<file path="src/rtl/uart_pkg.sv">
// Shared definitions for the parametrised UART: parity modes, FSM state
// encodings and small helper functions used by both TX and RX.
package uart_pkg;

    localparam int PAR_NONE = 0;
    localparam int PAR_EVEN = 1;
    localparam int PAR_ODD  = 2;

    typedef enum logic [2:0] {
        TX_IDLE   = 3'd0,
        TX_START  = 3'd1,
        TX_DATA   = 3'd2,
        TX_PARITY = 3'd3,
        TX_STOP   = 3'd4
    } tx_state_e;

    typedef enum logic [2:0] {
        RX_IDLE      = 3'd0,
        RX_START     = 3'd1,
        RX_DATA      = 3'd2,
        RX_PARITY    = 3'd3,
        RX_STOP      = 3'd4,
        RX_WAIT_HIGH = 3'd5
    } rx_state_e;

    // Number of bit periods in one frame: start + data + optional parity + stop.
    function automatic int frame_bits(input int data_w, input int parity, input int stop_bits);
        return 1 + data_w + ((parity != PAR_NONE) ? 1 : 0) + stop_bits;
    endfunction

    // Parity of a zero-extended payload; zero padding does not change the XOR.
    function automatic logic parity_bit(input logic [8:0] data, input int mode);
        return (^data) ^ (mode == PAR_ODD);
    endfunction

endpackage

</file>
<file path="src/rtl/uart_baud_cnt.sv">
// Loadable down-counter that parks at zero; tick_o is high while the count is zero.
// A load of N-1 therefore yields a tick on the N-th cycle after the load.
module uart_baud_cnt #(
    parameter int CNT_W = 4
) (
    input  logic             clk,
    input  logic             rstN,
    input  logic             load_i,
    input  logic [CNT_W-1:0] load_val_i,
    output logic             tick_o
);

    logic [CNT_W-1:0] cnt_q;
    logic [CNT_W-1:0] cnt_d;

    // Next count: reload on request, otherwise count down and hold at zero.
    always_comb begin
        cnt_d = cnt_q;
        if (load_i) begin
            cnt_d = load_val_i;
        end else if (cnt_q != '0) begin
            cnt_d = cnt_q - CNT_W'(1);
        end
    end

    // Count register.
    always_ff @(posedge clk or negedge rstN) begin
        if (!rstN) cnt_q <= '0;
        else       cnt_q <= cnt_d;
    end

    assign tick_o = (cnt_q == '0);

endmodule

</file>
<file path="src/rtl/uart_param.sv">
// Parametrised full-duplex UART: independent TX and RX engines in one clock domain.
// TX handshake: a request is taken on a cycle where tx_valid and tx_ready are both
// high; tx_data is captured then and later changes are ignored until tx_ready returns.
module uart_param
    import uart_pkg::*;
#(
    parameter int DATA_W       = 7,
    parameter int CLKS_PER_BIT = 16,
    parameter int PARITY       = 1,
    parameter int STOP_BITS    = 1
) (
    input  logic              clk,
    input  logic              rstN,
    input  logic              tx_valid,
    input  logic [DATA_W-1:0] tx_data,
    output logic              tx_ready,
    output logic              tx_done,
    output logic              s_out,
    input  logic              s_in,
    output logic              rx_valid,
    output logic [DATA_W-1:0] rx_data,
    output logic              rx_parity_err,
    output logic              rx_frame_err,
    output logic [2:0]        dbg_tx_state,
    output logic [2:0]        dbg_rx_state
);

    localparam int CNT_W      = $clog2(STOP_BITS * CLKS_PER_BIT);
    localparam int FRAME_BITS = frame_bits(DATA_W, PARITY, STOP_BITS);
    localparam int BIT_W      = $clog2(FRAME_BITS);
    localparam bit HAS_PAR    = (PARITY != PAR_NONE);

    localparam logic [CNT_W-1:0] LOAD_BIT  = CNT_W'(CLKS_PER_BIT - 1);
    localparam logic [CNT_W-1:0] LOAD_HALF = CNT_W'(CLKS_PER_BIT / 2 - 1);
    // Stop period is one cycle short on the counter: the extra cycle is the
    // tx_done cycle, spent with the counter parked at zero.
    localparam logic [CNT_W-1:0] LOAD_STOP = CNT_W'(STOP_BITS * CLKS_PER_BIT - 2);
    localparam logic [BIT_W-1:0] LAST_BIT  = BIT_W'(DATA_W - 1);

    // ---------------- TX engine ----------------
    tx_state_e         tx_state_q;
    logic              tx_ready_q, tx_done_q, s_out_q, tx_par_q;
    logic [DATA_W-1:0] tx_shift_q;
    logic [BIT_W-1:0]  tx_bit_q;
    logic              tx_load, tx_tick;
    logic [CNT_W-1:0]  tx_load_val;

    // Baud counter reload points for TX: on accept and at every bit boundary.
    always_comb begin
        tx_load     = 1'b0;
        tx_load_val = LOAD_BIT;
        case (tx_state_q)
            TX_IDLE:   tx_load = tx_valid && tx_ready_q;
            TX_START:  tx_load = tx_tick;
            TX_DATA: begin
                tx_load = tx_tick;
                if (tx_bit_q == LAST_BIT && !HAS_PAR) tx_load_val = LOAD_STOP;
            end
            TX_PARITY: begin
                tx_load     = tx_tick;
                tx_load_val = LOAD_STOP;
            end
            default: ;
        endcase
    end

    uart_baud_cnt #(.CNT_W(CNT_W)) u_tx_cnt (
        .clk        (clk),
        .rstN       (rstN),
        .load_i     (tx_load),
        .load_val_i (tx_load_val),
        .tick_o     (tx_tick)
    );

    // TX state machine with registered line, ready and done outputs.
    always_ff @(posedge clk or negedge rstN) begin
        if (!rstN) begin
            tx_state_q <= TX_IDLE;
            tx_ready_q <= 1'b1;
            tx_done_q  <= 1'b0;
            s_out_q    <= 1'b1;
            tx_par_q   <= 1'b0;
            tx_shift_q <= '0;
            tx_bit_q   <= '0;
        end else begin
            tx_done_q <= 1'b0;
            case (tx_state_q)
                TX_IDLE: begin
                    if (tx_valid && tx_ready_q) begin
                        tx_shift_q <= tx_data;
                        tx_par_q   <= parity_bit(9'(tx_data), PARITY);
                        tx_ready_q <= 1'b0;
                        s_out_q    <= 1'b0;
                        tx_state_q <= TX_START;
                    end
                end
                TX_START: begin
                    if (tx_tick) begin
                        s_out_q    <= tx_shift_q[0];
                        tx_shift_q <= tx_shift_q >> 1;
                        tx_bit_q   <= '0;
                        tx_state_q <= TX_DATA;
                    end
                end
                TX_DATA: begin
                    if (tx_tick) begin
                        if (tx_bit_q == LAST_BIT) begin
                            s_out_q    <= HAS_PAR ? tx_par_q : 1'b1;
                            tx_state_q <= HAS_PAR ? TX_PARITY : TX_STOP;
                        end else begin
                            s_out_q    <= tx_shift_q[0];
                            tx_shift_q <= tx_shift_q >> 1;
                            tx_bit_q   <= tx_bit_q + BIT_W'(1);
                        end
                    end
                end
                TX_PARITY: begin
                    if (tx_tick) begin
                        s_out_q    <= 1'b1;
                        tx_state_q <= TX_STOP;
                    end
                end
                TX_STOP: begin
                    if (tx_tick) begin
                        if (!tx_done_q) begin
                            tx_done_q <= 1'b1;
                        end else begin
                            tx_ready_q <= 1'b1;
                            tx_state_q <= TX_IDLE;
                        end
                    end
                end
                default: tx_state_q <= TX_IDLE;
            endcase
        end
    end

    assign tx_ready     = tx_ready_q;
    assign tx_done      = tx_done_q;
    assign s_out        = s_out_q;
    assign dbg_tx_state = tx_state_q;

    // ---------------- RX engine ----------------
    rx_state_e         rx_state_q;
    logic [1:0]        rx_sync_q;
    logic              rx_bit;
    logic              rx_valid_q, rx_perr_q, rx_ferr_q, rx_par_q;
    logic [DATA_W-1:0] rx_shift_q, rx_data_q;
    logic [BIT_W-1:0]  rx_bit_q;
    logic              rx_load, rx_tick;
    logic [CNT_W-1:0]  rx_load_val;

    // Two-flop synchroniser; idles high so reset does not look like a start bit.
    always_ff @(posedge clk or negedge rstN) begin
        if (!rstN) rx_sync_q <= 2'b11;
        else       rx_sync_q <= {rx_sync_q[0], s_in};
    end

    assign rx_bit = rx_sync_q[1];

    // Baud counter reload points for RX: half a bit to centre, then full bits.
    always_comb begin
        rx_load     = 1'b0;
        rx_load_val = LOAD_BIT;
        case (rx_state_q)
            RX_IDLE: begin
                rx_load     = !rx_bit;
                rx_load_val = LOAD_HALF;
            end
            RX_START:  rx_load = rx_tick && !rx_bit;
            RX_DATA:   rx_load = rx_tick;
            RX_PARITY: rx_load = rx_tick;
            default: ;
        endcase
    end

    uart_baud_cnt #(.CNT_W(CNT_W)) u_rx_cnt (
        .clk        (clk),
        .rstN       (rstN),
        .load_i     (rx_load),
        .load_val_i (rx_load_val),
        .tick_o     (rx_tick)
    );

    // RX state machine: mid-bit sampling, result and error flags registered together.
    always_ff @(posedge clk or negedge rstN) begin
        if (!rstN) begin
            rx_state_q <= RX_IDLE;
            rx_valid_q <= 1'b0;
            rx_perr_q  <= 1'b0;
            rx_ferr_q  <= 1'b0;
            rx_par_q   <= 1'b0;
            rx_shift_q <= '0;
            rx_data_q  <= '0;
            rx_bit_q   <= '0;
        end else begin
            rx_valid_q <= 1'b0;
            case (rx_state_q)
                RX_IDLE: begin
                    if (!rx_bit) rx_state_q <= RX_START;
                end
                RX_START: begin
                    if (rx_tick) begin
                        rx_bit_q   <= '0;
                        rx_state_q <= rx_bit ? RX_IDLE : RX_DATA;
                    end
                end
                RX_DATA: begin
                    if (rx_tick) begin
                        rx_shift_q <= {rx_bit, rx_shift_q[DATA_W-1:1]};
                        if (rx_bit_q == LAST_BIT) begin
                            rx_state_q <= HAS_PAR ? RX_PARITY : RX_STOP;
                        end else begin
                            rx_bit_q <= rx_bit_q + BIT_W'(1);
                        end
                    end
                end
                RX_PARITY: begin
                    if (rx_tick) begin
                        rx_par_q   <= rx_bit;
                        rx_state_q <= RX_STOP;
                    end
                end
                RX_STOP: begin
                    if (rx_tick) begin
                        rx_valid_q <= 1'b1;
                        rx_data_q  <= rx_shift_q;
                        rx_perr_q  <= HAS_PAR && (rx_par_q != parity_bit(9'(rx_shift_q), PARITY));
                        rx_ferr_q  <= !rx_bit;
                        rx_state_q <= rx_bit ? RX_IDLE : RX_WAIT_HIGH;
                    end
                end
                RX_WAIT_HIGH: begin
                    if (rx_bit) rx_state_q <= RX_IDLE;
                end
                default: rx_state_q <= RX_IDLE;
            endcase
        end
    end

    assign rx_valid      = rx_valid_q;
    assign rx_data       = rx_data_q;
    assign rx_parity_err = rx_perr_q;
    assign rx_frame_err  = rx_ferr_q;
    assign dbg_rx_state  = rx_state_q;

endmodule
</file>
<file path="config.mk">
export PLATFORM = sky130hd
export DESIGN_NAME = uart_param
export DESIGN_NICKNAME = d
export VERILOG_FILES = /design/src/rtl/uart_pkg.sv /design/src/rtl/uart_baud_cnt.sv /design/src/rtl/uart_param.sv
export SDC_FILE = /design/constraint.sdc
export NUM_CORES = 1
export LEC_CHECK = 0
export CORE_MARGIN = 2
export CORE_UTILIZATION = 34
export CTS_CLUSTER_SIZE = 14
export DETAILED_ROUTE_END_ITERATION = 10
export DONT_BUFFER_PORTS = 1
export HOLD_SLACK_MARGIN = 0.1
export SETUP_SLACK_MARGIN = 0.02
export SYNTH_ARGS = -nofsm -noshare
export SYNTH_HDL_FRONTEND = slang
export SYNTH_SLANG_ARGS = --single-unit
</file>
<file path="constraint.sdc">
create_clock -name clk -period 2.3 [get_ports clk]
set_input_delay 0.345 -clock clk [delete_from_list [all_inputs] [get_ports clk]]
set_output_delay 0.345 -clock clk [all_outputs]
set_load 0.005 [all_outputs]
</file>
Yosys cells after proc, flatten, opt, wreduce, memory -nomap -nowiden
Index checks and enable logic that the tools add are counted.
- latch bits: 0
- bits in registers: 53
- output and inout bits: 19
- ROM bits: 0
- RAM bits: 0
- memories kept: 0
- equality and inequality tests: 28
- magnitude comparators: 0
- mux-type cells: 53
- shift-type cells: 0
- bitwise operators: 0
- divide/modulo/power cells: 0
- $mul: 0
- reduce and logical (&&, ||, !) cells: 31
- add/sub/neg operators: 4
- operators with widths (kind ; count):
    $mux W3 ; 15
    $mux W4 ; 11
    $ne A2 B2 Y1 const B ; 16
    $mux W7 ; 4
    $pmux W7 S3 ; 1
    $pmux W3 S6 ; 1
    $reduce_xor A9 Y1 ; 2
    $pmux W4 S2 ; 2
    $pmux W3 S5 ; 1
    $reduce_and A7 Y1 ; 2
    $mux W1 ; 13
    $eq A3 B2 Y1 const B ; 4
    $reduce_and A4 Y1 ; 3
    $reduce_bool A4 Y1 ; 3
    $reduce_and A5 Y1 ; 2
    $reduce_bool A2 Y1 ; 5
    $eq A3 B3 Y1 const B ; 3
    $add A4 B1 Y4 const B ; 2
    $eq A4 B3 Y1 const B ; 2
    $logic_not A4 Y1 ; 2
    $reduce_and A2 Y1 ; 4
    $sub A4 B1 Y4 const B ; 2
    $eq A3 B1 Y1 const B ; 2
    $logic_not A3 Y1 ; 2
    other kinds (10) ; 12

Logic depth before layout (Yosys ltp)
Gate-level depths: netlist (run 1).
- depth in word-level cells: 4
- depth in mapped cells: 7
- gate-level depth less buffers: 6

By module
A second synthesis (run 1) with hierarchy kept.
- cell total of the unflattened synthesis: 243
- area total of the unflattened synthesis: 2758.9 um^2
- by module, submodules not included (module ; area each (um^2) ; cells an instance ; seq. area each (um^2) ; instances):
    uart_param ; 2290.9 ; 199 ; 1131.1 ; 1
    uart_baud_cnt ; 234.0 ; 22 ; 100.1 ; 2

Worst setup path before layout (run 1)
No wires, ideal clock.
- path type: flip-flop to flip-flop
- from: register u_rx_cnt.cnt_q[0]
- to: register rx_data_q[2] (netlist: rx_data[2])
- path buffers: 1
- cell stages (with the launch flop): 7
- arrival time: 1820 ps
- clock period less this slack: 1945 ps
- path slack: 355 ps
- path through: dfrtp_1 inv_1 ha_1 or3b_4 or3_4 buf_6 mux2_4
- longest elaborated chain between the ends: 2
- RTL lines (item ; line ; RTL):
    from (decl) ; uart_baud_cnt.sv:13 ; logic [CNT_W-1:0] cnt_q;
    from (signal assigned) ; uart_baud_cnt.sv:29 ; else cnt_q <= cnt_d;
    $logic_not A4 Y1 ; uart_baud_cnt.sv:32 ; assign tick_o = (cnt_q == '0);
    $reduce_and A2 Y1 (no line) ; -- ;
    to (signal assigned) ; uart_param.sv:227 ; rx_data_q <= rx_shift_q;
    to (decl) ; uart_param.sv:148 ; logic [DATA_W-1:0] rx_shift_q, rx_data_q;
No other way between the ends.
A chain may end at the register's enable or synchronous reset.

Final worst setup path (run 1)
- from: register u_rx_cnt.cnt_q[0]
- to: register rx_data_q[6] (netlist: rx_data[6])
Same word-level chain as after synthesis.

==> results of run 1 <==
==> routing by layer <==
layer  track usage  share of wire
met1        0.1503           0.47
met2        0.1886           0.48
met3       0.03743          0.044
met4       0.02574         0.0071
met5             0              0
==> stage by stage <==
step                cell area [sq um]  std cells  total power, uW  hold WS, ns
floorplan                        2670        243             1432      0.04941
global placement                 2766        336             1501      0.05122
detailed placement               2766        336             1516      0.05151
CTS                              2918        346             2163       0.1552
global route                     2918        346             2267       0.1558
finish                           2918        346             2119       0.1685
==> state kept, by name, indices dropped and copies added, names as in the netlist, 2 cells and up <==
signal,count
dbg_tx_state,3
u_rx_cnt.cnt_q,4
tx_shift_q,7
u_tx_cnt.cnt_q,4
tx_bit_q,4
rx_bit_q,4
dbg_rx_state,3
rx_shift_q,7
rx_data,7
rx_sync_q,2
==> kinds of logic (layout without fill, tap and decap cells) <==
| group | Yosys count | after routing | share of synthesized area |
|---|---|---|---|
| multiplexers | 29 | 29 | 0.1293 |
| buffers and inverters | 24 | 25 | 0.03701 |
| flip-flops | 53 | 53 | 0.4986 |
| AND/OR/NAND/NOR | 63 | 63 | 0.1284 |
| adder cells (fa/ha/maj) | 6 | 6 | 0.02812 |
| AO/OA/AOI/OAI | 52 | 52 | 0.1261 |
| XOR/XNOR | 16 | 16 | 0.05248 |
==> area by class of cell <==
| type | instances | area share |
|---|---|---|
| clock buffers | 5 | 0.02358 |
| inverters | 12 | 0.01544 |
| flip-flops and latches | 53 | 0.4563 |
| repair buffers | 6 | 0.02401 |
| multi-input cells | 166 | 0.4250 |
| well taps | 102 | 0.04374 |
| clock inverters | 2 | 0.01201 |
==> worst register-to-register path, stage by stage, from the launching register on <==
cell	delay, ns
dfrtp_1	0.38
inv_1	0.09
ha_1	0.20
or3b_4	0.41
or3_4	0.48
mux2_4	0.32
==> final timing paths <==
check | to | start | slack, ns
max reg2reg | rx_data[6] | u_rx_cnt.cnt_q[0] | 0.31
min | tx_shift_q[6] | tx_data[6] | 0.17
min reg2reg | rx_sync_q[1] | rx_sync_q[0] | 0.36
max in group asynchronous | tx_ready | rstN | 1.46
max | rx_data[6] | u_rx_cnt.cnt_q[0] | 0.31
min in group asynchronous | tx_par_q | rstN | 0.55
==> layout by cell type, fill, tap and decap left out, types with 4 or more instances in the layout <==
| cell | n |
|---|---|
| dfrtp_1 | 49 |
| mux2_2 | 24 |
| o21ai_0 | 18 |
| nand2_1 | 16 |
| inv_1 | 12 |
| xnor2_1 | 12 |
| nor2_1 | 10 |
| a21oi_1 | 10 |
| nand3_1 | 7 |
| o31ai_1 | 7 |
| ha_1 | 6 |
| nand2b_1 | 5 |
| nor3b_1 | 5 |
| mux2_4 | 5 |
| clkbuf_8 | 5 |
| xor2_1 | 4 |
| nor2b_1 | 4 |
| dfstp_2 | 4 |
==> power breakdown <==
part	leakage [uW]	switching [uW]	internal [uW]
clock	0.0000540	285	317
sequential	0.000697	112	1020
combinational	0.000570	196	192
total	0.00132	593	1530
==> metrics, run 1 <==
initial DRC count about 110; count of hold-fix buffers inserted at cts 3; pwr dens roughly 730 mW/mm^2; Die Area about 0.0086 sq mm; worst-path cell chain inv_1, ha_1, or3b_4, or3_4, mux2_4; total grt overflow 0; Max stage delay cell, worst path or3_4; Rel. slew slack 0.6961; CTS tree done; Slew @ Worst Pin between 0.4 and 0.5 ns; CTS resizes 0; Util after Layout 0.3815; Post-synth EDFFs 0; Residual DRC 0; status completed; Top Ports 30; critical path fanouts, max 12; vias in the first global route between 1.5k and 2k; Final Hold Fails 0; nets around 260; Filler cells just over 700; Area contributors post-synth dfrtp_1 (46%), mux2_2 (10%), dfstp_2 (3.9%), xnor2_1 (3.9%), o21ai_0 (3.4%); CP delay by family, top simple AND/OR/NAND/NOR gates; Antenna Cells 0; Clock Latency Late Sink roughly 0.3 ns; Die Wd roughly 90 um; largest net degree at the start of global routing 54; dpl ws between 0.3 and 0.4 ns; number of buffers created by CTS 5; Initial Util 0.3491; Via density roughly 5; Die Height slightly above 90 um; drt first pass iters 4; FF+latch area 0.001331 sq mm; Final WS setup ~0.31 ns; stages on the worst setup path 5; Crit path required time roughly 2.5 ns; Cell Rows 32; share of cells above drive strength 1 0.1967; GRT Resource Usage Total 0.1154; Longest Clk Path Bufs 2; Critical Path Start Type flop; via count around 1.7k; Post-Syn Area approximately 0.0027 sq mm; Final Skew between 0.008 and 0.009 ns; top-count cell post-synth dfrtp_1; Crit Path Category reg2reg; CP Capture Type flop; PortBufs 0; root buf cell clkbuf_8; Yosys reg bits 53; Synth Area per Inst around 11 sq um; Syn Nets 260; ys flop type dfrtp_1; initial antenna violation count 0; final setup violation count 0; synthesis-to-layout area growth 9.278%; HPWL after DPL 3255 um; global-route wire length before repair 7983 um; Hold Path Depth 1; Core Region between 0.007 and 0.008 sq mm; Final Cycle Share 0.8667; final WL 4618 um; CP max stage delay 0.48 ns; sequential share of the synthesized area 0.4986; YS warnings 0; Lkg Pwr ~0.0013 uW; Synth area leader dfrtp_1; H-Tree Depth 2; RSZ-0062 raised after global routing false; Clk pin slew, worst setup/hold paths 0.09 ns; fmax between 500 and 600 MHz; peak supply drop between 500 and 600 uV; clock sink total 53; Syn Inst Count ~240; Synth top area share 0.4592; worst path buffer plus inverter count 1; Max Cap Viol 0; minimum clock period approximately 2.0 ns; Final TNS setup 0 ns; Cell variety after synth 43; Multi-input gate area ~0.0012 sq mm; fraction of registers with async set/reset 1.000; Antenna Nets Post-Route 0; routed len/inst between 10 and 15 um; top cells by count, synth dfrtp_1 (49), mux2_2 (24), o21ai_0 (18); worst reg2reg path depth 5; hold crit path type in2reg; post-CTS setup buffers 0; routability congestion estimate 0.7157; crit path DAT around 2.2 ns; Slew Limit Fails 0
Power figures use the tool's default switching activity.
==> inputs of run 2 (changes only) <==
--- a/config.mk
+++ b/config.mk
@@ -5,12 +5,16 @@
 export SDC_FILE = /design/constraint.sdc
 export NUM_CORES = 1
 export LEC_CHECK = 0
+export CELL_PAD_IN_SITES_DETAIL_PLACEMENT = 1
+export CELL_PAD_IN_SITES_GLOBAL_PLACEMENT = 1
 export CORE_MARGIN = 2
 export CORE_UTILIZATION = 34
 export CTS_CLUSTER_SIZE = 14
 export DETAILED_ROUTE_END_ITERATION = 10
 export DONT_BUFFER_PORTS = 1
 export HOLD_SLACK_MARGIN = 0.1
+export MAX_ROUTING_LAYER = met4
+export PLACE_DENSITY_LB_ADDON = 0.1
 export SETUP_SLACK_MARGIN = 0.02
 export SYNTH_ARGS = -nofsm -noshare
 export SYNTH_HDL_FRONTEND = slang
==> metrics, run 2 (same netlist as run 1, synthesis figures left out) <==
initial antenna violation count 0; dpl ws 0.3044 ns; nets between 200 and 300; Max Cap Viol 0; Slew Limit Fails 0; Critical Path Start Type flop; GRT Resource Usage Total 0.1462; CP max stage delay 0.48 ns; Inst Count DP 342; r2r endpoint rx_data[6]; Final Cycle Share 0.8616; Die Height 92.62 um; CP Capture Type flop; H-Tree Depth 2; Final Skew approximately 0.0071 ns; clock sink total 53; drt first pass iters 4; synthesis-to-layout area growth 10.64%; via count 1807; reg2reg start u_rx_cnt.cnt_q[0]; Hold Path Depth 1; RSZ-0062 raised after global routing false; root buf cell clkbuf_8; minimum clock period roughly 2.0 ns; commonest non-fill, non-tap cell in the layout dfrtp_1; Max stage delay cell, worst path or3_4; HPWL after DPL roughly 3800 um; Final WS setup 0.3184 ns; Die Wd around 93 um; Crit path required time about 2.5 ns; commonest non-fill, non-tap cells in the layout dfrtp_1 (49), mux2_2 (24), o21ai_0 (18); worst reg2reg path depth 5; Final Hold Fails 0; status completed; post-route insts no fill 353; count of hold-fix buffers inserted at cts 3; Crit Path Category reg2reg; initial DRC count 59; Rel. slew slack 0.6669; hold crit path type in2reg; CTS resizes 0; Clock Latency Late Sink 0.31 ns; Residual DRC 0; Cell Rows 32; global-route wire length before repair 9611 um; largest net degree at the start of global routing 54; Die Area around 0.0086 sq mm; routed len/inst between 15 and 20 um; Clk pin slew, worst setup/hold paths 0.10 ns; routability congestion estimate 0.7576; CP delay by family, top simple AND/OR/NAND/NOR gates; fmax between 500 and 600 MHz; crit path DAT approximately 2.2 ns; Via density around 5.1; Antenna Nets Post-Route 0; Final TNS setup 0 ns; final WL between 5000 and 6000 um; worst-path cell chain inv_1, ha_1, or3b_4, or3_4, mux2_4; share of cells above drive strength 1 0.2191; pwr dens 717.7 mW/mm^2; total grt overflow 0; Core Region around 0.0076 sq mm; worst path buffer plus inverter count 1; peak supply drop around 360 uV; Lkg Pwr roughly 0.0013 uW; post-CTS setup buffers 0; Util after Layout 0.3863; Top Ports 30; Longest Clk Path Bufs 2; number of buffers created by CTS 5; CTS tree done; Worst R2R Setup Slack ~0.32 ns; Antenna Cells 0; Slew @ Worst Pin between 0.4 and 0.5 ns; vias in the first global route between 1.5k and 2k; Worst Hold End tx_shift_q[6]; PortBufs 0; worst hold start tx_data[6]; critical path fanouts, max 12; Initial Util 0.3491; final setup violation count 0
[run 2: layer usage]
layer / vias up / global-route usage / wire length (um)
met5: - / - / 0
met4: 0 / 0.04412 / 67
met3: 5 / 0.04394 / 328
met2: 34 / 0.2299 / 2472
met1: 901 / 0.1834 / 2641
li1: 867 / - / -
[run 2: layout make-up]
class,count,area (sq um)
fill,842,4693
sequential,53,1331
timing repair buffer,12,115.1
inverter,12,45.04
multi-input combinational,166,1240
clock buffer,5,68.82
tap,102,127.6
clock inverter,3,26.28
[run 2: per-stage QoR]
stage	area [sq um]	power, uW	hold WS [ns]
6_report	2954	2120	0.1540
5_1_grt	2954	2283	0.1581
2_1_floorplan	2670	1432	0.04941
3_3_place_gp	2811	1543	0.05125
4_1_cts	2954	2172	0.1422
3_5_place_dp	2811	1551	0.05111
[run 2: worst max path at each step]
stage	from	to	cells after the start
after floorplan	u_rx_cnt.cnt_q[0]	rx_data[2]	6
after global placement	u_rx_cnt.cnt_q[0]	rx_data[3]	5
after detailed placement	u_rx_cnt.cnt_q[0]	rx_data[4]	5
after CTS	u_rx_cnt.cnt_q[0]	rx_data[4]	5
after global routing	u_tx_cnt.cnt_q[0]	s_out	7
final	u_rx_cnt.cnt_q[0]	rx_data[6]	5
[run 2: power by group]
group          leakage, uW  switching [uW]  internal, uW
Sequential        0.000697            92.8          1020
Combinational     0.000600             230           212
Clock            0.0000487             345           223
Total              0.00135             668          1450
==> inputs of run 3 (changes only) <==
==> constraint.sdc (replaced) <==
create_clock -name clk -period 1.9 [get_ports clk]
set_input_delay 0.38 -clock clk [delete_from_list [all_inputs] [get_ports clk]]
set_output_delay 0.38 -clock clk [all_outputs]
set_load 0.005 [all_outputs]
==> metrics, run 3 (same netlist as run 1, synthesis figures left out) <==
commonest non-fill, non-tap cells in the layout dfrtp_1 (49), mux2_2 (24), buf_4 (21); initial DRC count 74; Die Height about 93 um; Die Wd a little over 90 um; crit path DAT 2.06 ns; initial antenna violation count 0; Final WS setup around 0.044 ns; Placed Area between 0.002 and 0.003 sq mm; pwr dens about 850 mW/mm^2; Clock Latency Late Sink around 0.31 ns; Cell Rows 32; synthesis-to-layout area growth 15.89%; final WL about 5700 um; PortBufs 0; r2r endpoint rx_data[6]; worst hold start tx_data[6]; Critical Path Start Type flop; Rel. slew slack 0.6930; FF+latch area 0.001331 sq mm; vias in the first global route approximately 2.0k; HPWL after DPL 3941 um; drt first pass iters 4; Antenna Nets Post-Route 0; largest net degree at the start of global routing 54; critical path fanouts, max 6; hold crit path type in2reg; Hold Path Depth 1; clock sink total 53; Filler cells 865; Lkg Pwr about 0.0014 uW; Top Ports 30; commonest non-fill, non-tap cell in the layout dfrtp_1; CP Capture Type flop; Longest Clk Path Bufs 2; Die Area approximately 0.0086 sq mm; Final Hold Fails 0; Final Skew roughly 0.0096 ns; share of cells above drive strength 1 0.2841; RSZ-0062 raised after global routing true; H-Tree Depth 2; fmax around 540 MHz; root buf cell clkbuf_8; routability congestion estimate roughly 0.74; Worst R2R Setup Slack about 0.044 ns; routed len/inst ~16 um; dpl ws 0.02771 ns; global-route wire length before repair 9660 um; Slew Limit Fails 0; minimum clock period approximately 1.9 ns; status completed; Initial Util 0.3491; reg2reg start u_rx_cnt.cnt_q[0]; Crit Path Category reg2reg; via count roughly 1.8k; final setup violation count 0; worst reg2reg path depth 5; post-route cell area ~0.0031 sq mm; Crit path required time 2.11 ns; Core Region about 0.0076 sq mm; total grt overflow 0; Slew @ Worst Pin around 0.46 ns; Via density approximately 5; Fin Hold WS ~0.20 ns; Max Cap Viol 0; Final Cycle Share 0.9771; Antenna Cells 0; GRT Resource Usage Total 0.1445; Worst Hold End tx_shift_q[6]; peak supply drop 390.2 uV; Multi-input gate area 0.001290 sq mm; number of buffers created by CTS 5; Clk pin slew, worst setup/hold paths about 0.1 ns; Residual DRC 0; nets 280; CTS tree done
[run 3: stage by stage]
step                      TNS (ns)    util  std cells  total power, uW
after floorplan                  0       -        243             1755
after global placement           0  0.3807        353             1915
after detailed placement         0  0.3807        353             1930
after CTS                        0  0.3994        364             2657
after global routing      -0.03965  0.4046        366             2821
final                            0  0.4046        366             2618
[run 3: metal layers]
metal	up-vias	part of all wire	global-route usage
met2	28	0.46	0.2281
met3	5	0.053	0.04068
met1	923	0.47	0.1865
li1	891	-	-
met5	-	0	-
met4	0	0.010	0.03309
[run 3: what timing repair did]
item	CTS	global route
buffers inserted	0	1
endpoints found under the hold margin	54	0
hold buffers	3	0
gates resized for setup	0	6
setup endpoints to repair	0	23
[run 3: worst max-delay path by stage]
stage | start | to | slack (ns) | cells after the start
after floorplan | u_rx_cnt.cnt_q[0] | rx_data[2] | 0.03 | 6
after global placement | u_rx_cnt.cnt_q[1] | rx_data[4] | 0.05 | 5
after detailed placement | u_rx_cnt.cnt_q[0] | rx_data[3] | 0.03 | 5
after CTS | u_rx_cnt.cnt_q[0] | rx_data[3] | 0.03 | 5
after global routing | u_rx_cnt.cnt_q[0] | rx_data[6] | -0.02 | 5
final | u_rx_cnt.cnt_q[0] | rx_data[6] | 0.04 | 5
[run 3: where the power goes]
part / total (uW) / switching [uW] / internal [uW]
Clock: 667 / 398 / 269
Sequential: 1350 / 116 / 1230
Combinational: 603 / 311 / 291
[run 3: critical path, stage by stage, from the launching register on]
cell	delay, ns
dfrtp_1	0.41
inv_2	0.09
ha_4	0.14
or3b_4	0.39
or3_4	0.41
mux2_4	0.31
[run 3: final cells by class]
class / count / area share
Inverter: 12 / 0.01456
Tap cell: 102 / 0.04125
Clock buffer: 5 / 0.02224
Multi-Input combinational cell: 167 / 0.4169
Clock inverter: 3 / 0.008492
Timing Repair Buffer: 24 / 0.06632
Sequential cell: 53 / 0.4302
